===== config.mk =====
export PLATFORM = sky130hd
export DESIGN_NAME = unified_mem_arbiter
export DESIGN_NICKNAME = d
export VERILOG_FILES = /design/src/rtl/rv32i_mem_pkg.sv /design/src/rtl/mem_arb_prio.sv /design/src/rtl/unified_mem_arbiter.sv
export SDC_FILE = /design/constraint.sdc
export NUM_CORES = 1
export LEC_CHECK = 0
export CAP_MARGIN = 10
export CORE_AREA = 2 2 114 116
export CTS_CLUSTER_SIZE = 10
export DETAILED_ROUTE_END_ITERATION = 6
export DIE_AREA = 0 0 116 118
export DONT_BUFFER_PORTS = 1
export GPL_ROUTABILITY_DRIVEN = 0
export GPL_TIMING_DRIVEN = 0
export HOLD_SLACK_MARGIN = 0.15
export PLACE_DENSITY = 0.3
export SETUP_SLACK_MARGIN = 0.5
export SLEW_MARGIN = 20
export SYNTH_ARGS = -nofsm -noshare
export SYNTH_HDL_FRONTEND = slang
export SYNTH_SLANG_ARGS = --single-unit

===== constraint.sdc =====
create_clock -name clk_i -period 2.3 [get_ports clk_i]
set_input_delay 0.46 -clock clk_i [delete_from_list [all_inputs] [get_ports clk_i]]
set_output_delay 0.46 -clock clk_i [all_outputs]
set_load 0.005 [all_outputs]

===== src/rtl/rv32i_mem_pkg.sv =====
// Shared definitions for the unified instruction/data memory arbiter:
// read-owner encoding, funct3 width-select constants and starve counter width.
package rv32i_mem_pkg;

  // Which requester owns the read response returning next cycle
  typedef enum logic [1:0] {
    OWN_NONE = 2'd0,
    OWN_IF   = 2'd1,
    OWN_DRD  = 2'd2
  } owner_e;

  // funct3 width selects as seen on the load/store port
  localparam logic [2:0] WSEL_B     = 3'b000;
  localparam logic [2:0] WSEL_H     = 3'b001;
  localparam logic [2:0] WSEL_W     = 3'b010;
  localparam logic [2:0] WSEL_BU    = 3'b100;
  localparam logic [2:0] WSEL_HU    = 3'b101;

  // Fetches are always full-word reads
  localparam logic [2:0] FETCH_WSEL = WSEL_W;

  // Enough bits for a starvation limit of up to 15
  localparam int STARVE_W = 4;

  // Owner of the response produced by this cycle's grant; stores return nothing
  function automatic owner_e next_owner(input logic if_gnt, input logic d_gnt,
                                        input logic d_we);
    if (if_gnt)             return OWN_IF;
    else if (d_gnt && !d_we) return OWN_DRD;
    else                    return OWN_NONE;
  endfunction

endpackage


===== src/rtl/mem_arb_prio.sv =====
// Combinational grant logic for the shared memory port plus the fetch
// starvation counter. Data wins by default; a fetch that has been denied
// MAX_IF_STARVE consecutive cycles is forced through. A branch kill masks the
// fetch grant for that cycle and lets a pending data request use the slot.
module mem_arb_prio
  import rv32i_mem_pkg::*;
#(
  parameter int MAX_IF_STARVE = 4
) (
  input  logic clk_i,
  input  logic rst_i,
  input  logic if_req_i,
  input  logic if_kill_i,
  input  logic d_req_i,
  output logic if_gnt_o,
  output logic d_gnt_o
);

  localparam logic [STARVE_W-1:0] MAX_S = STARVE_W'(MAX_IF_STARVE);

  logic [STARVE_W-1:0] r_starve;
  logic                w_forced;
  logic                w_if_sel;

  // Select the winner before the kill mask is applied
  always_comb begin
    w_forced = if_req_i & (r_starve == MAX_S);
    w_if_sel = if_req_i & (~d_req_i | w_forced);
    if_gnt_o = w_if_sel & ~if_kill_i & ~rst_i;
    d_gnt_o  = d_req_i & (~w_if_sel | if_kill_i) & ~rst_i;
  end

  // Count consecutive denied fetch cycles; a killed forced fetch keeps its claim
  always_ff @(posedge clk_i) begin
    if (rst_i) begin
      r_starve <= '0;
    end else if (~if_req_i | if_gnt_o) begin
      r_starve <= '0;
    end else if (w_forced & if_kill_i) begin
      r_starve <= r_starve;
    end else if (r_starve != MAX_S) begin
      r_starve <= r_starve + STARVE_W'(1);
    end
  end

endmodule


===== src/rtl/unified_mem_arbiter.sv =====
// Shares one single-port synchronous RAM between the fetch port and the
// load/store port. Grants are same-cycle, read data returns one cycle later
// and is steered to whichever port owned the read. Also produces pipeline
// stalls and a saturating count of cycles in which both ports competed.
//
// Handshake: a requester raises *_req_i and holds it (and its address/data)
// stable until the matching *_gnt_o is seen high in the same cycle; the access
// is taken at that rising edge and a read answers with *_rvalid_o one cycle later.
module unified_mem_arbiter
  import rv32i_mem_pkg::*;
#(
  parameter int ADDR_W        = 32,
  parameter int MAX_IF_STARVE = 4,
  parameter int CNT_W         = 16
) (
  input  logic              clk_i,
  input  logic              rst_i,
  input  logic              if_req_i,
  input  logic [ADDR_W-1:0] if_addr_i,
  input  logic              if_kill_i,
  output logic              if_gnt_o,
  output logic              if_rvalid_o,
  output logic [31:0]       if_rdata_o,
  input  logic              d_req_i,
  input  logic              d_we_i,
  input  logic [2:0]        d_wsel_i,
  input  logic [ADDR_W-1:0] d_addr_i,
  input  logic [31:0]       d_wdata_i,
  output logic              d_gnt_o,
  output logic              d_rvalid_o,
  output logic [31:0]       d_rdata_o,
  output logic              mem_en_o,
  output logic              mem_we_o,
  output logic [2:0]        mem_wsel_o,
  output logic [ADDR_W-1:0] mem_addr_o,
  output logic [31:0]       mem_wdata_o,
  input  logic [31:0]       mem_rdata_i,
  output logic              stall_if_o,
  output logic              stall_mem_o,
  output logic [CNT_W-1:0]  conflict_cnt_o
);

  logic       w_if_gnt;
  logic       w_d_gnt;
  owner_e     r_owner;
  owner_e     w_owner_nxt;
  logic [CNT_W-1:0] r_conflict;

  mem_arb_prio #(
    .MAX_IF_STARVE(MAX_IF_STARVE)
  ) u_prio (
    .clk_i    (clk_i),
    .rst_i    (rst_i),
    .if_req_i (if_req_i),
    .if_kill_i(if_kill_i),
    .d_req_i  (d_req_i),
    .if_gnt_o (w_if_gnt),
    .d_gnt_o  (w_d_gnt)
  );

  // Owner state register: remembers who gets next cycle's read data
  always_ff @(posedge clk_i) begin
    if (rst_i) r_owner <= OWN_NONE;
    else       r_owner <= w_owner_nxt;
  end

  // Next owner follows this cycle's grant; reset drops any pending response
  always_comb begin
    w_owner_nxt = OWN_NONE;
    if (!rst_i) w_owner_nxt = next_owner(w_if_gnt, w_d_gnt, d_we_i);
  end

  // Saturating count of cycles where both ports requested
  always_ff @(posedge clk_i) begin
    if (rst_i) begin
      r_conflict <= '0;
    end else if (if_req_i && d_req_i && (r_conflict != {CNT_W{1'b1}})) begin
      r_conflict <= r_conflict + CNT_W'(1);
    end
  end

  // Memory-side mux, response steering and stall generation
  always_comb begin
    if_gnt_o    = w_if_gnt;
    d_gnt_o     = w_d_gnt;
    mem_en_o    = w_if_gnt | w_d_gnt;
    mem_we_o    = w_d_gnt & d_we_i;
    mem_wsel_o  = 3'b000;
    mem_addr_o  = '0;
    mem_wdata_o = 32'h0;
    if (w_d_gnt) begin
      mem_wsel_o = d_wsel_i;
      mem_addr_o = d_addr_i;
    end else if (w_if_gnt) begin
      mem_wsel_o = FETCH_WSEL;
      mem_addr_o = if_addr_i;
    end
    if (mem_we_o) mem_wdata_o = d_wdata_i;

    // A kill in the response cycle discards the returning fetch word
    if_rvalid_o = ~rst_i & (r_owner == OWN_IF) & ~if_kill_i;
    d_rvalid_o  = ~rst_i & (r_owner == OWN_DRD);
    if_rdata_o  = if_rvalid_o ? mem_rdata_i : 32'h0;
    d_rdata_o   = d_rvalid_o  ? mem_rdata_i : 32'h0;

    stall_if_o     = ~rst_i & if_req_i & ~w_if_gnt;
    stall_mem_o    = ~rst_i & d_req_i & ~w_d_gnt;
    conflict_cnt_o = r_conflict;
  end

endmodule


==> run metrics <==
PwrDens=339 mW/mm^2; slew of the pin with the lowest slew margin=695 ps; Die Span Y=118 um; placed wire-length estimate=9.12 mm; CTS Buf Count=3; most frequent cells in the layout=and2_4 (55), a22o_1 (30), and3_4 (30); DIE AREA=0.0137 mm^2; Die X=116 um; layout cells sized above 1=0.609; Avg WL per Cell=23.1 um; Port Buffers=0; Finished Cell Area=0.00351 mm^2; Worst Setup End Kind=output pin; area grow syn2layout=59.9%; Worst slew margin=0.536; total grt overflow=0; Mapped Cells=281; Placeable Area=0.0124 mm^2; final WL=11.4 mm; CP arrival=2010 ps; gr usage total=0.155; Yosys cell types=41; Tmin final=2470 ps; placed cell areas=0.00250 mm^2; RSZ-0062 raised after global routing=true; Inserted Diodes=0; row cnt=41; FF-to-FF setup slack=560 ps; Ports=292; post-synth net total=421; Top FF cell, synth=dfxtp_1; overall via count from detail_route=2402; fmax=0.405 GHz; CP Launch Type=flop; pre-CTS setup slack=-41.0 ps; Critical Path RT=1840 ps; Max Cap Viol=0; # clock sinks=22; commonest non-fill, non-tap cell in the layout=and2_4; Routed Antenna Nets=0; drt first pass iters=4; Starting DRT DRC Count=103; status=finished, violations left; Crit Path Max Fanout=6; antenna violations before repair=0; vias in the first global route=2438; count of pins over their slew limit=0; area of the multi-input gates=0.00198 mm^2; Fill cells=1331; Root Buffer Master=clkbuf_16; Seq. cell area=468 um^2; syn avg cell area=7.82 um^2; pin count of the biggest net entering global routing=14; clk_skew=2.45 ps; final worst path period share=1.07; drt drc=0; Synth Warn #=0; Setup WS post-layout=-169 ps; final setup vio count=67; Leak Pwr=0.00137 uW; worst-case clock buffer depth=2; via/cell ratio=4.88; clk_lat worst skew=260 ps; Mapped Area=0.00220 mm^2; Post-synth EDFFs=0; worst min path class=in2reg; H-tree level count=1; TritonCTS clock tree=done; Starting Density=0.177; sequential element share of the synthesized area=0.200; clock-pin slew on the worst setup and hold paths=70 ps; critical path class=reg2out; nets=461; Async SR Flop Fraction=0; failing checks=negative setup slack; first-pass GRT wire length=15.9 mm; number of synthesized register bits=22; Hold Fails Final Rpt=0; Worst VDD drop=0.223 mV
-- cells in the mapped netlist, types with 2 or more instances --
master / instances / area (um^2)
a21oi_1: 11 / 55.1
a21oi_2: 6 / 52.6
a22o_1: 32 / 280
and2_1: 69 / 432
and3_1: 34 / 213
buf_2: 6 / 30.0
buf_6: 3 / 33.8
clkbuf_1: 12 / 45.0
clkbuf_8: 2 / 27.5
dfxtp_1: 22 / 440
ha_1: 3 / 37.5
inv_1: 6 / 22.5
nand2_1: 8 / 30.0
nand3_1: 4 / 20.0
nand4_1: 6 / 37.5
nor2_1: 9 / 33.8
nor3_1: 2 / 10.0
o21ai_0: 2 / 10.0
o21ai_1: 8 / 40.0
o31ai_1: 4 / 30.0
or3_2: 8 / 60.1
or4_1: 4 / 30.0
xor2_1: 2 / 17.5
-- critical path: stages, from the launching register on --
cell and delay (ps):
dfxtp_4 350, inv_2 60, ha_4 130, nand3b_4 80, a211o_4 350, nor3b_4 160, buf_6 140, buf_6 130
buf_8 130, a22o_4 230
-- repair_timing --
item	4_1_cts	5_1_grt
gates resized for setup	132	49
hold buffers	0	0
pin swaps	32	62
setup buffers	19	5
endpoints found under the setup margin	148	150
cloned	8	3
hold endpoints to repair	0	0
-- area by class of cell --
cell class,instances,share of cell area
multi-input cells,229,0.563
plain buffers,24,0.0862
well taps,172,0.0613
repair buffers,35,0.120
clock inverters,1,0.00855
flip-flops and latches,22,0.133
clock buffers,3,0.0214
inverters,6,0.00641
-- logic make-up after synthesis --
family                   count (synthesis)  synth area share
flip-flops                              22             0.200
AO/OA/AOI/OAI                           66             0.233
adder cells (fa/ha/maj)                  3            0.0171
multiplexers                             1           0.00456
AND/OR/NAND/NOR                        156             0.451
XOR/XNOR                                 3            0.0120
buffers and inverters                   30            0.0814
-- layer usage --
layer	vias up	track usage	part of all wire
met1	1131	0.182	0.38
met5	-	0	0
met2	168	0.256	0.48
met4	0	0.0342	0.019
li1	1091	-	-
met3	12	0.0736	0.13
-- sequential cells by signal, summed over array words and instances, names as in the netlist --
signal	cells
conflict_cnt_o	16
r_owner	2
u_prio.r_starve	4
-- stage by stage --
step	total power (uW)	instances	util	hold slack, ps	setup TNS (ps)
6_report	1190	492	0.283	256	-7170
5_1_grt	1240	492	0.283	252	-12220
4_1_cts	1180	484	0.265	256	-9390
3_5_place_dp	596	453	0.201	540	-257
3_3_place_gp	597	453	0.201	533	-55.2
2_1_floorplan	544	281	-	481	0
-- worst paths after layout --
path                       from  cells past startpoint            endpoint
min reg2reg  conflict_cnt_o[14]                      2  conflict_cnt_o[14]
max reg2reg  u_prio.r_starve[0]                      9          r_owner[1]
max          u_prio.r_starve[0]                      9      mem_addr_o[29]
min                      d_we_i                      1          r_owner[1]
-- power by group --
group / internal (uW) / leakage (uW) / switching (uW)
registers: 385 / 0.000186 / 7.79
clock network: 346 / 0.0000511 / 158
logic: 156 / 0.00113 / 136
total: 887 / 0.00137 / 302
No activity file was read; power rests on OpenSTA's default activity.
